File: config.mk
export PLATFORM = sky130hd
export DESIGN_NAME = ode_term_accumulator
export DESIGN_NICKNAME = d
export VERILOG_FILES = /design/src/rtl/ode_pkg.sv /design/src/rtl/acc_addsub_sat.sv /design/src/rtl/ode_term_accumulator.sv
export SDC_FILE = /design/constraint.sdc
export NUM_CORES = 1
export LEC_CHECK = 0
export ABC_AREA = 1
export BUFFER_PORTS_ARGS = -buffer_cell sky130_fd_sc_hd__buf_2
export CAP_MARGIN = 5
export CORE_UTILIZATION = 59
export CTS_CLUSTER_SIZE = 25
export DETAILED_ROUTE_END_ITERATION = 8
export PLACE_DENSITY = 0.85
export SKIP_CTS_REPAIR_TIMING = 1
export SLEW_MARGIN = 15
export SYNTH_ARGS = -nofsm -noshare
export SYNTH_HDL_FRONTEND = slang
export SYNTH_SLANG_ARGS = --single-unit
File: constraint.sdc
create_clock -name clk -period 4.1 [get_ports clk]
set_clock_uncertainty 0.15 [all_clocks]
set_input_delay 0 -clock clk [delete_from_list [all_inputs] [get_ports clk]]
set_output_delay 0 -clock clk [all_outputs]
set_load 0.02 [all_outputs]
File: src/rtl/ode_pkg.sv
// Shared constants and FSM encoding for the ODE term accumulator.
// Saturation is enabled in the datapath by defining ODE_ACC_SAT_EN.
package ode_pkg;

  localparam int unsigned WIDTH = 20;

  localparam logic [WIDTH-1:0] SAT_MAX = {1'b0, {(WIDTH-1){1'b1}}};
  localparam logic [WIDTH-1:0] SAT_MIN = {1'b1, {(WIDTH-1){1'b0}}};

  typedef enum logic [1:0] {
    ST_IDLE  = 2'd0,
    ST_ACCUM = 2'd1,
    ST_DONE  = 2'd2
  } state_t;

endpackage

File: src/rtl/acc_addsub_sat.sv
// Combinational add/subtract with two's-complement overflow detection.
// Define ODE_ACC_SAT_EN to clamp overflowed results instead of wrapping.
module acc_addsub_sat #(
  parameter int unsigned WIDTH = ode_pkg::WIDTH
) (
  input  logic [WIDTH-1:0] i_a,
  input  logic [WIDTH-1:0] i_b,
  input  logic             i_sub,
  output logic [WIDTH-1:0] o_result,
  output logic             o_ovf
);

`ifdef ODE_ACC_SAT_EN
  localparam logic [WIDTH-1:0] L_MAX = {1'b0, {(WIDTH-1){1'b1}}};
  localparam logic [WIDTH-1:0] L_MIN = {1'b1, {(WIDTH-1){1'b0}}};
`endif

  logic [WIDTH-1:0] w_b;
  logic [WIDTH-1:0] w_sum;

  always_comb begin
    w_b   = i_sub ? ~i_b : i_b;
    w_sum = i_a + w_b + {{(WIDTH-1){1'b0}}, i_sub};
    // Overflow: both operands share a sign that the sum does not.
    o_ovf = (i_a[WIDTH-1] & w_b[WIDTH-1] & ~w_sum[WIDTH-1]) |
            (~i_a[WIDTH-1] & ~w_b[WIDTH-1] & w_sum[WIDTH-1]);
`ifdef ODE_ACC_SAT_EN
    o_result = o_ovf ? (i_a[WIDTH-1] ? L_MIN : L_MAX) : w_sum;
`else
    o_result = w_sum;
`endif
  end

endmodule

File: src/rtl/ode_term_accumulator.sv
// Signed term accumulator with valid/ready in/out handshakes and sticky overflow.
// Build option ODE_ACC_SAT_EN selects saturating instead of wrapping arithmetic.
module ode_term_accumulator
  import ode_pkg::*;
#(
  parameter int unsigned WIDTH     = ode_pkg::WIDTH,
  parameter int unsigned MAX_TERMS = 16
) (
  input  logic                           clk,
  input  logic                           rst,
  input  logic                           in_valid,
  output logic                           in_ready,
  input  logic [WIDTH-1:0]               in_data,
  input  logic                           in_sub,
  input  logic                           in_last,
  output logic                           out_valid,
  input  logic                           out_ready,
  output logic [WIDTH-1:0]               out_data,
  output logic                           out_ovf,
  output logic [$clog2(MAX_TERMS+1)-1:0] out_count
);

  localparam int unsigned CW = $clog2(MAX_TERMS + 1);
  localparam logic [CW-1:0] L_MAX_T = CW'(MAX_TERMS);
  localparam logic [CW-1:0] L_ONE   = CW'(1);

  state_t           r_state;
  logic [WIDTH-1:0] r_acc;
  logic [CW-1:0]    r_cnt;
  logic             r_ovf;
  logic             r_out_valid;

  logic [WIDTH-1:0] w_a;
  logic [WIDTH-1:0] w_result;
  logic             w_v;
  logic             w_accept;
  logic [CW-1:0]    w_cnt_nx;
  logic             w_ovf_nx;
  logic             w_close;

  acc_addsub_sat #(.WIDTH(WIDTH)) u_addsub (
    .i_a      (w_a),
    .i_b      (in_data),
    .i_sub    (in_sub),
    .o_result (w_result),
    .o_ovf    (w_v)
  );

  always_comb begin
    in_ready = ~rst & (r_state != ST_DONE);
    w_accept = in_valid & in_ready;
    w_a      = (r_state == ST_IDLE) ? '0 : r_acc;
    w_cnt_nx = (r_state == ST_IDLE) ? L_ONE : r_cnt + L_ONE;
    w_ovf_nx = (r_state == ST_IDLE) ? w_v : (r_ovf | w_v);
    // Count limit and in_last may coincide; either one closes exactly once.
    w_close  = in_last | (w_cnt_nx == L_MAX_T);
  end

  always_ff @(posedge clk) begin
    if (rst) begin
      r_state     <= ST_IDLE;
      r_acc       <= '0;
      r_cnt       <= '0;
      r_ovf       <= 1'b0;
      r_out_valid <= 1'b0;
    end else begin
      case (r_state)
        ST_IDLE, ST_ACCUM: begin
          if (w_accept) begin
            r_acc <= w_result;
            r_cnt <= w_cnt_nx;
            r_ovf <= w_ovf_nx;
            if (w_close) begin
              r_state     <= ST_DONE;
              r_out_valid <= 1'b1;
            end else begin
              r_state <= ST_ACCUM;
            end
          end
        end
        ST_DONE: begin
          if (out_ready) begin
            r_state     <= ST_IDLE;
            r_out_valid <= 1'b0;
          end
        end
        default: begin
          r_state     <= ST_IDLE;
          r_out_valid <= 1'b0;
        end
      endcase
    end
  end

  assign out_valid = r_out_valid;
  assign out_data  = r_acc;
  assign out_ovf   = r_ovf;
  assign out_count = r_cnt;

endmodule

==> summary.md <==
| Metric | Value |
|---|---|
| DRT iter0 DRCs | `around 150` |
| Startpoint Class | `register` |
| Cell Area, Synth | `about 2600 um2` |
| Mean area per synthesized cell | `6.44 um2` |
| Die ar. | `approximately 4700 um2` |
| CP max FO | `19` |
| Max transition margin | `0.587` |
| Final WL | `6390 um` |
| GPL Wtd Cong | `0.936` |
| Antenna violations before repair | `0` |
| DP HPWL | `4880 um` |
| Die span in y | `roughly 69 um` |
| N_diodes | `0` |
| Layout area overhead | `15.1%` |
| Core area | `about 4100 um2` |
| TritonCTS clock tree | `yes` |
| Routed len/inst | `around 12 um` |
| Min-delay worst type | `input pin to register` |
| Boundary Pins | `54` |
| DRC | `0` |
| Register area share after synthesis | `0.221` |
| Clk pin slew, worst setup/hold paths | `approximately 0.06 ns` |
| Netlist cell types | `38` |
| Root Buffer | `clkbuf_8` |
| Max Cap Viol | `0` |
| Wire length of the first global-routing pass | `10,000 um` |
| Setup violators final | `0` |
| Leakage | `0.00163 uW` |
| Fin. max-slew vios | `0` |
| Net count after synthesis | `about 460` |
| Clk_lat worst skew | `about 0.28 ns` |
| Via count | `2,722` |
| Router iterations before antenna repair | `5` |
| Placed cell area | `around 2900 um2` |
| Vias/cell | `5.32` |
| Crit share post-route | `0.673` |
| Design area | `slightly above 3000 um2` |
| Nets@finish | `roughly 510` |
| Clock Sinks | `29` |
| Most common cell after layout, fill and taps aside | `nand2_1` |
| PwrDens | `294 nW/um2` |
| Most frequent cells in the layout | `nand2_1 (74), inv_1 (61), buf_2 (53)` |
| Max VDD drop | `~230 uV` |
| RSZ-0062 raised after global routing | `no` |
| # port buffers | `53` |
| Slew of the pin with the lowest slew margin | `~0.62 ns` |
| DIE WIDTH | `a little under 70 um` |
| Max clock buf depth | `2` |
| # placed instances | `~500` |
| Total track usage | `0.288` |
| WP data required | `4.13 ns` |
| Crit path kind | `register to register` |
| CTS Buf Count | `5` |
| Yosys Warn Count | `0` |
| Final Critical Period | `between 2 and 3 ns` |
| Mapped Cells | `408` |
| WP data arrival | `2.79 ns` |
| WHS | `-0.0396 ns` |
| Failing checks | `negative hold slack` |
| Endpoints failing hold | `2` |
| Overflow after GRT | `0` |
| Htree depth | `2` |
| Vias in the first global route | `around 2,400` |
| Crit end category | `register` |
| Largest net degree at the start of global routing | `22` |
| Synth Register Bits | `29` |
| Post-Layout Cell Count | `slightly above 500` |
| Layout cell share with drive strength beyond 1 | `0.177` |
| Status | `complete, but fails checks` |
| Initial Util | `0.634` |
| Setup tns final | `0 ns` |
| Fillers | `382` |
| Fmax | `363 MHz` |
| Final antenna-violating net count | `0` |
| FP Rows | `23` |
-- critical path, stage by stage, from the launching register on --
cell and delay (ns):
dfxtp_1 0.42, inv_2 0.11, nand2_8 0.10, inv_2 0.16, nor2_1 0.20, inv_1 0.08
fa_1 0.48, nor3_1 0.23, nor2_1 0.12, o21ai_2 0.19, nand3_1 0.12, nand3_1 0.10
nand3_1 0.08, nand2_1 0.08, inv_1 0.03
-- report_power, final --
part | internal [uW] | total (uW) | switching (uW)
Clock | 117 | 231 | 114
Sequential | 305 | 321 | 15.8
Combinational | 119 | 338 | 219
-- synthesized netlist by cell type (all sizes together) --
| master | instances | area [um2] |
|---|---|---|
| nand2 | 80 | 334 |
| inv | 66 | 248 |
| a21oi | 49 | 253 |
| nor2 | 46 | 180 |
| dfxtp | 29 | 581 |
| o21ai | 28 | 144 |
| xor2 | 24 | 210 |
| nand3 | 22 | 120 |
| ha | 21 | 263 |
| buf | 8 | 38.8 |
| nor3 | 5 | 25.0 |
| xnor2 | 5 | 43.8 |
| or2 | 4 | 25.0 |
| clkbuf | 3 | 11.3 |
| nand3b | 3 | 22.5 |
| nand4 | 3 | 18.8 |
| a21o | 2 | 15.0 |
| o211ai | 2 | 15.0 |
| a21boi | 1 | 18.8 |
| a31oi | 1 | 6.26 |
| and2 | 1 | 6.26 |
| fa | 1 | 20.0 |
| nor4 | 1 | 6.26 |
| o21a | 1 | 7.51 |
| o21bai | 1 | 7.51 |
| o31a | 1 | 8.76 |
-- cell type report --
| type | count | area, um2 | area share |
|---|---|---|---|
| sequential | 29 | 581 | 0.192 |
| tap | 50 | 62.6 | 0.0207 |
| clock buffer | 6 | 72.6 | 0.0240 |
| clock inverter | 2 | 10.0 | 0.00331 |
| timing repair buffer | 57 | 303 | 0.100 |
| inverter | 66 | 248 | 0.0819 |
| multi-input combinational | 302 | 1750 | 0.578 |
-- path summary, 6_finish.rpt --
check,startpoint,end,slack (ns),cells after the start
worst max-delay path,r_state[1],out_data[16],1.34,14
worst min-delay path,in_last,r_state[0],-0.04,5
worst max register to register,r_state[1],out_data[16],1.34,14
worst min register to register,out_valid,out_valid,0.31,2
-- registers in the layout, summed over array words and instances (netlist names) --
name,cells
out_count,5
out_data,20
out_ovf,1
out_valid,1
r_state,2
-- cells by family after synthesis --
group / count (synthesis) / share of synthesized area
xor+xnor: 29 / 0.0966
fa+ha+maj: 22 / 0.108
flops: 29 / 0.221
buf+inv: 77 / 0.113
compound gates: 86 / 0.181
simple gates: 165 / 0.281
-- metrics by stage --
stage | power (uW) | util | setup WS, ns | hold WS, ns
6_report | 890 | 0.730 | 1.34 | -0.0396
5_1_grt | 951 | 0.730 | 1.19 | 0.0227
4_1_cts | 890 | 0.723 | 1.40 | -0.173
3_5_place_dp | 658 | 0.703 | 1.41 | 0.127
3_3_place_gp | 650 | 0.703 | 1.42 | 0.120
2_1_floorplan | 574 | - | 1.63 | 0.0236
-- metal layers --
| layer | GRT usage | part of all wire |
|---|---|---|
| met2 | 0.494 | 0.47 |
| met1 | 0.365 | 0.45 |
| met4 | 0.0816 | 0.011 |
| met3 | 0.0543 | 0.069 |
| met5 | 0 | 0 |
No activity file was read; power rests on OpenSTA's default activity.
